## config.mk

```make
export PLATFORM = sky130hd
export DESIGN_NAME = ps2_key_decoder_flat
export DESIGN_NICKNAME = d
export VERILOG_FILES = /design/src/rtl/ps2_key_decoder_pkg.sv /design/src/rtl/ps2_key_decoder_if.sv /design/src/rtl/ps2_key_decoder_rx.sv /design/src/rtl/ps2_key_decoder.sv /design/src/flat_wrapper.sv
export SDC_FILE = /design/constraint.sdc
export NUM_CORES = 1
export LEC_CHECK = 0
export ABC_CLOCK_PERIOD_IN_PS = 3100
export CAP_MARGIN = 0
export CORE_UTILIZATION = 45
export CTS_BUF_LIST = sky130_fd_sc_hd__clkbuf_8
export CTS_CLUSTER_SIZE = 30
export DETAILED_ROUTE_END_ITERATION = 16
export PLACE_DENSITY = 0.65
export SYNTH_ARGS = -nofsm -noshare
export SYNTH_HDL_FRONTEND = slang
export SYNTH_SLANG_ARGS = --single-unit
```

## constraint.sdc

```tcl
create_clock -name clk -period 3.1 [get_ports clk]
set_clock_uncertainty 0.05 [all_clocks]
set_input_delay 0.31 -clock clk [delete_from_list [all_inputs] [get_ports clk]]
set_output_delay 0.31 -clock clk [all_outputs]
set_load 0.03 [all_outputs]
```

## src/rtl/ps2_key_decoder_pkg.sv

```systemverilog
// Shared scancode constants, frame geometry and decoder state encoding for the PS/2 front end.
package ps2_key_decoder_pkg;

  localparam logic [7:0] BREAK_CODE = 8'hF0;
  localparam logic [7:0] EXT_CODE   = 8'hE0;
  localparam logic [7:0] CAPS_CODE  = 8'h58;

  localparam logic [3:0] FRAME_LAST = 4'd10;

  typedef enum logic [1:0] {
    ST_IDLE      = 2'd0,
    ST_BREAK     = 2'd1,
    ST_EXT       = 2'd2,
    ST_EXT_BREAK = 2'd3
  } dec_state_t;

  // Data bits plus parity must contain an odd number of ones.
  function automatic logic odd_parity_ok(input logic [8:0] bits);
    return ^bits;
  endfunction

endpackage

```

## src/rtl/ps2_key_decoder_if.sv

```systemverilog
// Key-state bundle presented to the ASCII lookup and display logic; all fields are registered.
interface ps2_key_decoder_if;
  logic [7:0] scancode;
  logic       key_down;
  logic       new_key;
  logic       caps_lock;
  logic [7:0] press_count;
  logic       parity_err;
  logic       overflow;

  modport master (
    output scancode, key_down, new_key, caps_lock, press_count, parity_err, overflow
  );

  modport slave (
    input scancode, key_down, new_key, caps_lock, press_count, parity_err, overflow
  );
endinterface

```

## src/rtl/ps2_key_decoder_rx.sv

```systemverilog
// PS/2 receiver: 3-flop sync, falling-edge bit capture, frame check, mid-frame timeout and byte FIFO.
// Byte lands in the FIFO at the edge after the stop-bit edge is seen; a push into a full FIFO without a pop is dropped.
module ps2_rx
  import ps2_key_decoder_pkg::*;
#(
  parameter int TIMEOUT = 50000,
  parameter int FIFO_AW = 3
) (
  input  logic       clk,
  input  logic       reset,
  input  logic       ps2_clk,
  input  logic       ps2_data,
  input  logic       rx_ready,
  output logic [7:0] rx_byte,
  output logic       rx_valid,
  output logic       parity_err,
  output logic       overflow
);

  localparam int TW = $clog2(TIMEOUT + 1);
  localparam logic [TW-1:0] IDLE_LAST = TW'(TIMEOUT - 1);

  logic [2:0]       clk_sync;
  logic [2:0]       dat_sync;
  logic [3:0]       bit_cnt;
  logic [9:0]       shreg;
  logic [TW-1:0]    idle_cnt;
  logic [FIFO_AW:0] wr_ptr;
  logic [FIFO_AW:0] rd_ptr;
  logic [7:0]       mem [2**FIFO_AW];

  logic fall, bit_in, frame_end, frame_ok, push, pop, full, empty, push_ok;

  assign fall      = (clk_sync[2:1] == 2'b10);
  assign bit_in    = dat_sync[2];
  assign frame_end = fall && (bit_cnt == FRAME_LAST);
  // shreg[0] is the start bit, [8:1] data LSB first, [9] parity; bit_in is the stop bit.
  assign frame_ok  = !shreg[0] && bit_in && odd_parity_ok(shreg[9:1]);
  assign push      = frame_end && frame_ok;

  assign empty    = (wr_ptr == rd_ptr);
  assign full     = (wr_ptr[FIFO_AW] != rd_ptr[FIFO_AW]) &&
                    (wr_ptr[FIFO_AW-1:0] == rd_ptr[FIFO_AW-1:0]);
  assign pop      = rx_ready && !empty;
  assign push_ok  = push && (!full || pop);
  assign rx_valid = !empty;
  assign rx_byte  = mem[rd_ptr[FIFO_AW-1:0]];

  always_ff @(posedge clk) begin
    if (reset) begin
      clk_sync   <= 3'b111;
      dat_sync   <= 3'b111;
      bit_cnt    <= '0;
      shreg      <= '0;
      idle_cnt   <= '0;
      wr_ptr     <= '0;
      rd_ptr     <= '0;
      parity_err <= 1'b0;
      overflow   <= 1'b0;
    end else begin
      clk_sync   <= {clk_sync[1:0], ps2_clk};
      dat_sync   <= {dat_sync[1:0], ps2_data};
      parity_err <= frame_end && !frame_ok;

      if (fall) begin
        idle_cnt <= '0;
        if (bit_cnt == FRAME_LAST) begin
          bit_cnt <= '0;
        end else begin
          bit_cnt <= bit_cnt + 4'd1;
          shreg   <= {bit_in, shreg[9:1]};
        end
      end else if (bit_cnt != '0) begin
        if (idle_cnt == IDLE_LAST) begin
          bit_cnt  <= '0;
          idle_cnt <= '0;
        end else begin
          idle_cnt <= idle_cnt + 1'b1;
        end
      end else begin
        idle_cnt <= '0;
      end

      if (push_ok) wr_ptr <= wr_ptr + 1'b1;
      if (push && !push_ok) overflow <= 1'b1;
      if (pop) rd_ptr <= rd_ptr + 1'b1;
    end
  end

  always_ff @(posedge clk) begin
    if (push_ok) mem[wr_ptr[FIFO_AW-1:0]] <= shreg[8:1];
  end

endmodule

```

## src/rtl/ps2_key_decoder.sv

```systemverilog
// Make/break/extended decoder over the received byte stream; registers update two cycles after the stop-bit edge.
// Consumes one FIFO byte per cycle; dec_hold freezes the decoder in reset and stops popping.
module ps2_key_decoder
  import ps2_key_decoder_pkg::*;
#(
  parameter int TIMEOUT = 50000,
  parameter int FIFO_AW = 3
) (
  input  logic          clk,
  input  logic          reset,
  input  logic          ps2_clk,
  input  logic          ps2_data,
  ps2_key_decoder_if.master kbd
);

  logic       dec_hold;
  logic [7:0] rx_byte;
  logic       rx_valid, rx_parity_err, rx_overflow;

  dec_state_t state;
  logic [7:0] scancode, press_count;
  logic       key_down, new_key, caps_lock;

  assign dec_hold = reset;

  ps2_rx #(.TIMEOUT(TIMEOUT), .FIFO_AW(FIFO_AW)) u_rx (
    .clk        (clk),
    .reset      (reset),
    .ps2_clk    (ps2_clk),
    .ps2_data   (ps2_data),
    .rx_ready   (!dec_hold),
    .rx_byte    (rx_byte),
    .rx_valid   (rx_valid),
    .parity_err (rx_parity_err),
    .overflow   (rx_overflow)
  );

  always_ff @(posedge clk) begin
    if (dec_hold) begin
      state       <= ST_IDLE;
      scancode    <= '0;
      key_down    <= 1'b0;
      new_key     <= 1'b0;
      caps_lock   <= 1'b0;
      press_count <= '0;
    end else begin
      new_key <= 1'b0;
      if (rx_valid) begin
        case (state)
          ST_IDLE: begin
            if (rx_byte == BREAK_CODE) begin
              state <= ST_BREAK;
            end else if (rx_byte == EXT_CODE) begin
              state <= ST_EXT;
            end else if (!(key_down && rx_byte == scancode)) begin
              // A held key re-sending its make is typematic repeat, not a new press.
              scancode    <= rx_byte;
              key_down    <= 1'b1;
              new_key     <= 1'b1;
              press_count <= press_count + 8'd1;
              if (rx_byte == CAPS_CODE) caps_lock <= !caps_lock;
            end
          end
          ST_BREAK: begin
            if (rx_byte == scancode) key_down <= 1'b0;
            state <= ST_IDLE;
          end
          ST_EXT:       state <= (rx_byte == BREAK_CODE) ? ST_EXT_BREAK : ST_IDLE;
          ST_EXT_BREAK: state <= ST_IDLE;
          default:      state <= ST_IDLE;
        endcase
      end
    end
  end

  assign kbd.scancode    = scancode;
  assign kbd.key_down    = key_down;
  assign kbd.new_key     = new_key;
  assign kbd.caps_lock   = caps_lock;
  assign kbd.press_count = press_count;
  assign kbd.parity_err  = rx_parity_err;
  assign kbd.overflow    = rx_overflow;

endmodule

```

## src/flat_wrapper.sv

```systemverilog
// flat-port wrapper written by rule: the top's interface ports become plain ports
module ps2_key_decoder_flat import ps2_key_decoder_pkg::*;
#(
  parameter int TIMEOUT = 50000,
  parameter int FIFO_AW = 3
)
  (clk, reset, ps2_clk, ps2_data, kbd_scancode, kbd_key_down, kbd_new_key, kbd_caps_lock, kbd_press_count, kbd_parity_err, kbd_overflow);
  ps2_key_decoder_if kbd_i ();
  input  logic clk;
  input  logic reset;
  input  logic ps2_clk;
  input  logic ps2_data;
  output wire logic [$bits(kbd_i.scancode)-1:0] kbd_scancode;
  output wire logic [$bits(kbd_i.key_down)-1:0] kbd_key_down;
  output wire logic [$bits(kbd_i.new_key)-1:0] kbd_new_key;
  output wire logic [$bits(kbd_i.caps_lock)-1:0] kbd_caps_lock;
  output wire logic [$bits(kbd_i.press_count)-1:0] kbd_press_count;
  output wire logic [$bits(kbd_i.parity_err)-1:0] kbd_parity_err;
  output wire logic [$bits(kbd_i.overflow)-1:0] kbd_overflow;
  assign kbd_scancode = kbd_i.scancode;
  assign kbd_key_down = kbd_i.key_down;
  assign kbd_new_key = kbd_i.new_key;
  assign kbd_caps_lock = kbd_i.caps_lock;
  assign kbd_press_count = kbd_i.press_count;
  assign kbd_parity_err = kbd_i.parity_err;
  assign kbd_overflow = kbd_i.overflow;
  ps2_key_decoder #(.TIMEOUT(TIMEOUT), .FIFO_AW(FIFO_AW)) u_core (.clk(clk), .reset(reset), .ps2_clk(ps2_clk), .ps2_data(ps2_data), .kbd(kbd_i));
endmodule
```

Word level (Yosys, flattened, before mapping). Memories as Yosys holds them, arrays and structs flattened. A register that Yosys moved wholly into a read port is not among the register bits. Index checks and enable logic that the tools add are counted.

Reductions and logical operators: 33. Add/subtract/negate cells: 5. Bitwise gates (word level): 7. Eq/ne operators: 18. Mux-type cells: 18.

Operators by type and width (number): $add 16x1->16 const B (1); $eq 16x16->1 const B (1); $eq 8x8->1 const B (2); $mux 4 (4); $add 4x1->4 const B (3); $reduce_and 6->1 (2); $logic_and 1x1->1 (10); $reduce_xor 9->1 (1); $add 8x1->8 const B (1); $eq 8x7->1 const B (1); $eq 8x8->1 (1); $logic_not 1->1 (7); $mux 1 (7); $not 1->1 (7); $eq 2x2->1 const B (3); $mux 2 (3); $mux 3 (2); $ne 2x2->1 const B (3); $pmux 2 s3 (1); $reduce_and 2->1 (3); $reduce_bool 2->1 (3); $reduce_and 5->1 (1); $reduce_or 5->1 (1); $eq 4x4->1 (1); other kinds (12) (12).

Memories kept: 1. Output and inout bits: 21. Input port bits: 4. RAM bits: 64. Flip-flop bits (word level): 67.

Memory list: u_core.u_rx.mem (depth 8, bits a word 8, read ports 1, clocked after Yosys merged registers in 1, write ports 1, line ps2_key_decoder_rx.sv:30) `logic [7:0] mem [2**FIFO_AW];`.

Logic depth before layout (Yosys ltp). Gate-level depths: netlist (run 1).

Depth after elaboration: 7. Gate-level depth with buffers: 12. Gate-level depth less buffers: 10.

Hierarchy. A second synthesis (run 1) with hierarchy kept.

Cells, all modules: 452. Area, all modules: 5556.6 um^2.

By module, submodules not included: ps2_rx (seq. area each 2902.8 um^2, area an instance 4566.9 um^2, cells an instance 340, times used 1); ps2_key_decoder (seq. area each 420.4 um^2, area an instance 989.7 um^2, cells an instance 112, times used 1).

Least setup slack after synthesis (run 1). No wires, ideal clock.

Path type: reg-to-reg. Start: reg u_core.u_rx.shreg[3]. End: mem u_core.u_rx.mem[0][0] (enable). Clock period less this slack: 2982 ps. Required time: 2667 ps. Slack: 118 ps. Path buffers: 0. Cell stages (with the launch flop): 7. Data arrival time: 2549 ps. Cells stage by stage: dfxtp_1 > xor2_1 > xnor3_1 > xnor2_1 > nor4bb_1 > nand2b_1 > nor3_1.

Cells in the longest elaborated chain, start to end: 6.

Ends and longest elaborated chain: start: declaration (line ps2_key_decoder_rx.sv:26) `logic [9:0] shreg;`; start signal: assignment (line ps2_key_decoder_rx.sv:71) `shreg <= {bit_in, shreg[9:1]};`; $reduce_xor 9->1 (line ps2_key_decoder_pkg.sv:19) `return ^bits;`; $logic_and 1x1->1 (line ps2_key_decoder_rx.sv:38) `assign frame_ok = !shreg[0] && bit_in && odd_parity_ok(shreg[9:1]);`; $logic_and 1x1->1 (line ps2_key_decoder_rx.sv:39) `assign push = frame_end && frame_ok;`; $logic_and 1x1->1 (line ps2_key_decoder_rx.sv:45) `assign push_ok = push && (!full || pop);`; $mux 1 (line ps2_key_decoder_rx.sv:91) `if (push_ok) mem[wr_ptr[FIFO_AW-1:0]] <= shreg[8:1];`; $mux 1 (not written as such) (line ps2_key_decoder_rx.sv:91); end: declaration (line ps2_key_decoder_rx.sv:30).

Every way passes these cells.

==> flow_summary_export.csv, run 1 <==
group,metric,value,unit
outcome,status,"complete, no violations",
detailed_routing,viasPerCell,5.016,
synth,async_flop_share,0,
power,powerDensity,632.5,nW/µm²
clocking,cts_num_sinks,134,
detailed_routing,firstDrtPassIters,4,
cells_and_area,fillers,1064,
timing,rsz0062_at_grt,"false",
clocking,hold_buffers,0,
worst_setup_path,startpoint_type,"flop",
clocking,h-tree-depth,4,
timing,fmax,351.6,MHz
synth,yosys_warnings,0,
cells_and_area,mostFrequentLayoutCell,"dfxtp_1",
clocking,cts-buffers-inserted,17,
synth,synthTopCellsByArea,"edfxtp_1 34%, dfxtp_1 25%, nor2_1 3.9%, mux4_2 3.2%, mux2i_1 3.0%",
worst_setup_path,critPathRequiredTime,3.41,ns
die,die_area,12960,µm²
global_routing,grt_pass1_wl,16920,µm
synth,synth_top_area_cell,"edfxtp_1",
cells_and_area,fin_area,6604,µm²
worst_setup_path,worst-path-buf-inv,2,
timing,slew_headroom,0.4474,
place,dp_hpwl,7155,µm
worst_setup_path,path_delay_family,"compound AO/OA/AOI/OAI gates",
die,ios,25,
global_routing,first_global_vias,3369,
power,power.leakage,0.002253,µW
timing,hold_viol,0,
synth,synth.net_count,479,
global_routing,antenna_found_initial,0,
global_routing,grt_usage,0.1738,
min_path,hp-class,"flop to flop",
synth,synth_cell_types,54,
die,die_y,113.8,µm
die,initial_core_util,0.4647,
run,drv_cap,0,
timing,fin_setup_tns,0,ns
power,totalPowerFinal,4177,µW
global_routing,grt_overflow_total,0,
timing,min_period,2.844,ns
worst_setup_path,crit_fanout,14,
place,place_congestion,0.7626,
clocking,insertion_delay,0.44,ns
clocking,ctsLongestPathBuffers,2,
synth,ys_seq_area_frac,0.5905,
synth,yosysTopAreaCellShare,0.3415,
synth,synth_edf_count,64,
timing,final_max_slew_viol_count,0,
die,rows,40,
synth,synthCells,468,
detailed_routing,vias,3491,
worst_setup_path,cp_slowest_stage_delay,0.45,ns
worst_setup_path,crit_chain,"buf_12 > mux2_2 > o22a_1 > a21o_1 > a221o_1 > nor4_4 > a21oi_4 > buf_4 > a31o_2 > a21oi_1",
cells_and_area,nets,526,
worst_setup_path,crit_slowest_cell,"dfxtp_2",
power,vdd_drop_max,0.4221,mV
clocking,ctsResizeCount,0,
cells_and_area,layout_common_cells,"69 x dfxtp_1, 64 x edfxtp_1, 59 x nor2_1, 40 x nand2_1, 23 x clkdlybuf4s50_1",
timing,max_slew.worst_pin.slew,0.8259,ns
clocking,clkTransAtPathRegs,0.08,ns
synth,avgSynthCellArea,12.03,µm²
detailed_routing,wire_per_inst,14.77,µm
clocking,cts-root-buf,"clkbuf_8",
detailed_routing,antenna_left,0,
die,die_w,113.8,µm
synth,ys_ff_latch,134,
synth,syn_area,5628,µm²
synth,dominantRegCellSynth,"dfxtp_1",
timing,setup_viol,0,
clocking,cts_setup_buffers,0,
detailed_routing,initialDrtViolationCount,192,
place,placed_area,6158,µm²
worst_setup_path,crit_arrival,3.15,ns
cells_and_area,layout-drive-gt1-share,0.1761,
worst_setup_path,critPathKind,"flop to flop",
cells_and_area,area_delta_synth_final,17.34,%
timing,period_share,0.9176,
place,port_buffers,24,
clocking,cts_tree,"built",
detailed_routing,drcViolationCount,0,
worst_setup_path,end_kind,"flop",
cells_and_area,diodes,0,
detailed_routing,drt_wl_total,10280,µm
global_routing,grt_max_degree,54,
die,core_area,12110,µm²
==> path summary, 6_finish.rpt <==
path / start / endpoint / slack [ns] / cells past startpoint
max: flop / u_core.kbd.caps_lock / 0.26 / 10
min: u_core.u_rx.dat_sync[1] / u_core.u_rx.dat_sync[2] / 0.36 / 1
max reg2reg: flop / u_core.kbd.caps_lock / 0.26 / 10
min reg2reg: u_core.u_rx.dat_sync[1] / u_core.u_rx.dat_sync[2] / 0.36 / 1
==> flip-flops by register name, indices dropped and copies added (netlist names), 2 cells and up, named ones only <==
signal / count
u_core.u_rx.wr_ptr: 4
u_core.u_rx.dat_sync: 3
u_core.u_rx.shreg: 10
u_core.u_rx.clk_sync: 3
u_core.u_rx.mem: 64
u_core.state: 2
u_core.u_rx.idle_cnt: 16
u_core.u_rx.rd_ptr: 4
u_core.u_rx.bit_cnt: 4
u_core.kbd.press_count: 8
u_core.kbd.scancode: 8
==> logic make-up (layout without fill, tap and decap cells) <==
group | count (synthesis) | in the layout | synth area share
AND/OR/NAND/NOR | 171 | 171 | 0.1505
AO/OA/AOI/OAI | 54 | 54 | 0.06759
multiplexers | 38 | 38 | 0.09293
flip-flops | 134 | 134 | 0.5905
adder cells (fa/ha/maj) | 7 | 7 | 0.01556
buffers and inverters | 29 | 89 | 0.02601
XOR/XNOR | 35 | 35 | 0.05691
==> per-stage QoR <==
step	cells	hold WS (ns)	utilization	worst slack [ns]
floorplan	468	0.3395	-	0.1178
global placement	664	0.3449	0.5085	0.1991
detailed placement	664	0.3448	0.5085	0.1155
CTS	696	0.3630	0.5451	0.09423
global route	696	0.3653	0.5452	0.08166
finish	696	0.3621	0.5452	0.2556
==> final cells by class <==
type                            instances  area (µm²)  area share
Inverter                               11       41.29    0.006252
Timing Repair Buffer                   46       425.4     0.06442
Tap cell                              168       210.2     0.03183
Clock inverter                         14       196.4     0.02975
Clock buffer                           18       247.7     0.03751
Sequential cell                       134        3324      0.5034
Multi-Input combinational cell        305        2158      0.3268
==> cells in the mapped netlist, drive strengths merged, types with 5 or more instances <==
cell type	instances
a21o	6
a21oi	23
a22oi	5
buf	5
clkbuf	13
dfxtp	70
edfxtp	64
ha	7
inv	11
mux2	11
mux2i	19
mux4	8
nand2	40
nand2b	7
nand3	15
nor2	61
nor2b	5
nor3	9
nor4	5
or2	6
xnor2	16
xor2	18
==> per-layer routing <==
metal,GRT usage,vias to the layer above,wire [µm]
li1,-,1766,-
met1,0.2314,1666,5030
met2,0.2711,51,4793
met3,0.05420,8,352
met4,0.05628,0,99
met5,0,-,0
==> power by group <==
part / internal (µW) / switching (µW)
Sequential: 1880 / 62.9
Clock: 905 / 681
Combinational: 312 / 332
Power figures use the tool's default switching activity.
==> run 2: changes to the inputs <==
--- a/config.mk
+++ b/config.mk
@@ -7,6 +7,7 @@
 export LEC_CHECK = 0
 export ABC_CLOCK_PERIOD_IN_PS = 3100
 export CAP_MARGIN = 0
+export CORE_ASPECT_RATIO = 1.2
 export CORE_UTILIZATION = 45
 export CTS_BUF_LIST = sky130_fd_sc_hd__clkbuf_8
 export CTS_CLUSTER_SIZE = 30
==> flow_summary_export.csv, run 2 (synthesis results as in run 1) <==
group,metric,value,unit
detailed_routing,wl_met1,4661,µm
timing,fin_setup_tns,0,ns
cells_and_area,fin_area,6580,µm²
global_routing,grt_max_degree,54,
worst_setup_path,startpoint_type,"flop",
min_path,holdPathEnd,"u_core.u_rx.dat_sync[2]",
detailed_routing,drcViolationCount,0,
worst_setup_path,critPathKind,"flop to flop",
worst_setup_path,crit_fanout,25,
detailed_routing,drt_wl_total,10420,µm
min_path,hold_path.startpoint,"u_core.u_rx.dat_sync[1]",
clocking,cts_tree,"built",
die,initial_core_util,0.4626,
detailed_routing,firstDrtPassIters,4,
worst_setup_path,end_kind,"flop",
clocking,insertion_delay,0.44,ns
outcome,status,"complete, no violations",
die,rows,44,
clocking,clkTransAtPathRegs,0.07,ns
global_routing,grt_usage,0.1707,
place,dp_hpwl,7272,µm
worst_setup_path,worst-path-buf-inv,2,
clocking,cts-buffers-inserted,17,
die,ios,25,
cells_and_area,mostFrequentLayoutCell,"dfxtp_1",
die,die_area,12960,µm²
clocking,ctsLongestPathBuffers,2,
detailed_routing,met2_length,5176,µm
run,drv_cap,0,
place,placed_area,6137,µm²
worst_setup_path,crit_chain,"buf_4 > mux4_2 > mux2_4 > and3_4 > a2111o_1 > a21oi_4 > buf_12 > mux2i_1 > nor2_1",
power,vdd_drop_max,0.2576,mV
timing,max_slew.worst_pin.slew,0.8325,ns
global_routing,antenna_found_initial,0,
clocking,cts_setup_buffers,0,
worst_setup_path,crit_arrival,3.12,ns
worst_setup_path,rr_worst_depth,9,
global_routing,grt_pass1_wl,16910,µm
cells_and_area,layout-drive-gt1-share,0.1723,
worst_setup_path,path_delay_family,"multiplexers",
cells_and_area,nets,526,
cells_and_area,layout_common_cells,"70 x dfxtp_1, 64 x edfxtp_1, 59 x nor2_1, 40 x nand2_1, 23 x clkdlybuf4s50_1",
min_path,hp-class,"flop to flop",
cells_and_area,area_delta_synth_final,16.92,%
global_routing,grt_overflow_total,0,
detailed_routing,vias,3561,
timing,fmax,350.1,MHz
cells_and_area,diodes,0,
worst_setup_path,cp_slowest_stage_delay,0.53,ns
clocking,hold_buffers,0,
cells_and_area,largest_reg_flops,64,
power,powerDensity,637.0,nW/µm²
clocking,cts-root-buf,"clkbuf_8",
detailed_routing,met3_length,348,µm
detailed_routing,routed.top_layer,"met4",
detailed_routing,viasPerCell,5.168,
timing,min_period,2.857,ns
die,die_y,124.5,µm
min_path,holdPathStages,1,
timing,final_max_slew_viol_count,0,
worst_setup_path,worstReg2RegEnd,"u_core.kbd.scancode[2]",
die,core_area,12170,µm²
power,power.leakage,0.002261,µW
timing,period_share,0.9215,
die,die_w,104.1,µm
worst_setup_path,rrSetupSlack,0.24,ns
timing,rsz0062_at_grt,"false",
worst_setup_path,cp_num_cells,9,
timing,hold_viol,0,
clocking,cts_num_sinks,134,
timing,slew_headroom,0.4429,
timing,setup_viol,0,
detailed_routing,antenna_left,0,
global_routing,first_global_vias,3408,
worst_setup_path,crit_slowest_cell,"mux4_2",
worst_setup_path,critPathRequiredTime,3.36,ns
clocking,h-tree-depth,4,
detailed_routing,wire_per_inst,15.13,µm
place,port_buffers,24,
place,place_congestion,0.7751,
detailed_routing,initialDrtViolationCount,153,
clocking,ctsResizeCount,0,
[run 2: worst max path at each step]
| stage | startpoint | end | slack, ns |
|---|---|---|---|
| CTS | flop | u_core.kbd.scancode[2] | 0.24 |
| detailed placement | flop | u_core.kbd.scancode[2] | 0.24 |
| floorplan | u_core.u_rx.shreg[3] | u_core.u_rx.mem[0][0] | 0.12 |
| finish | flop | u_core.kbd.scancode[2] | 0.24 |
| global route | flop | u_core.kbd.caps_lock | 0.13 |
| global placement | flop | u_core.kbd.press_count[1] | 0.33 |
[run 2: area by class of cell]
type | instances | area [µm²]
repair buffers | 46 | 412.9
clock inverters | 15 | 209.0
well taps | 161 | 201.4
flip-flops and latches | 134 | 3323
fillers | 1044 | 5587
clock buffers | 17 | 234.0
multi-input cells | 305 | 2158
inverters | 11 | 41.29
[run 2: stage by stage]
stage          utilization  instances  hold WS [ns]  worst slack (ns)  power, µW
6_report            0.5408        689        0.3632            0.2433       4192
5_1_grt             0.5408        689        0.3766            0.1285       4353
4_1_cts             0.5408        689        0.3609            0.2402       4227
3_5_place_dp        0.5044        657        0.3497            0.2441       2627
3_3_place_gp        0.5044        657        0.3445            0.3265       2617
2_1_floorplan            -        468        0.3395            0.1178       2467
[run 2: report_power, final]
group	switching (µW)	total, µW	internal (µW)
logic	349	651	302
registers	49.9	1930	1880
clock network	659	1610	949
total	1060	4190	3130
[run 2: routing by layer]
layer  track usage  vias to the layer above
met5             0                        -
li1              -                     1760
met1        0.2127                     1723
met3       0.03872                       19
met4       0.08319                        0
met2        0.2796                       59
==> run 3: changes to the inputs <==
--- a/config.mk
+++ b/config.mk
@@ -6,7 +6,7 @@
 export NUM_CORES = 1
 export LEC_CHECK = 0
 export ABC_CLOCK_PERIOD_IN_PS = 3100
-export CAP_MARGIN = 0
+export CAP_MARGIN = 10
 export CORE_ASPECT_RATIO = 1.2
 export CORE_UTILIZATION = 45
 export CTS_BUF_LIST = sky130_fd_sc_hd__clkbuf_8
==> results of run 3 <==
Final layout, timing and power as in run 2 (identical DEF).
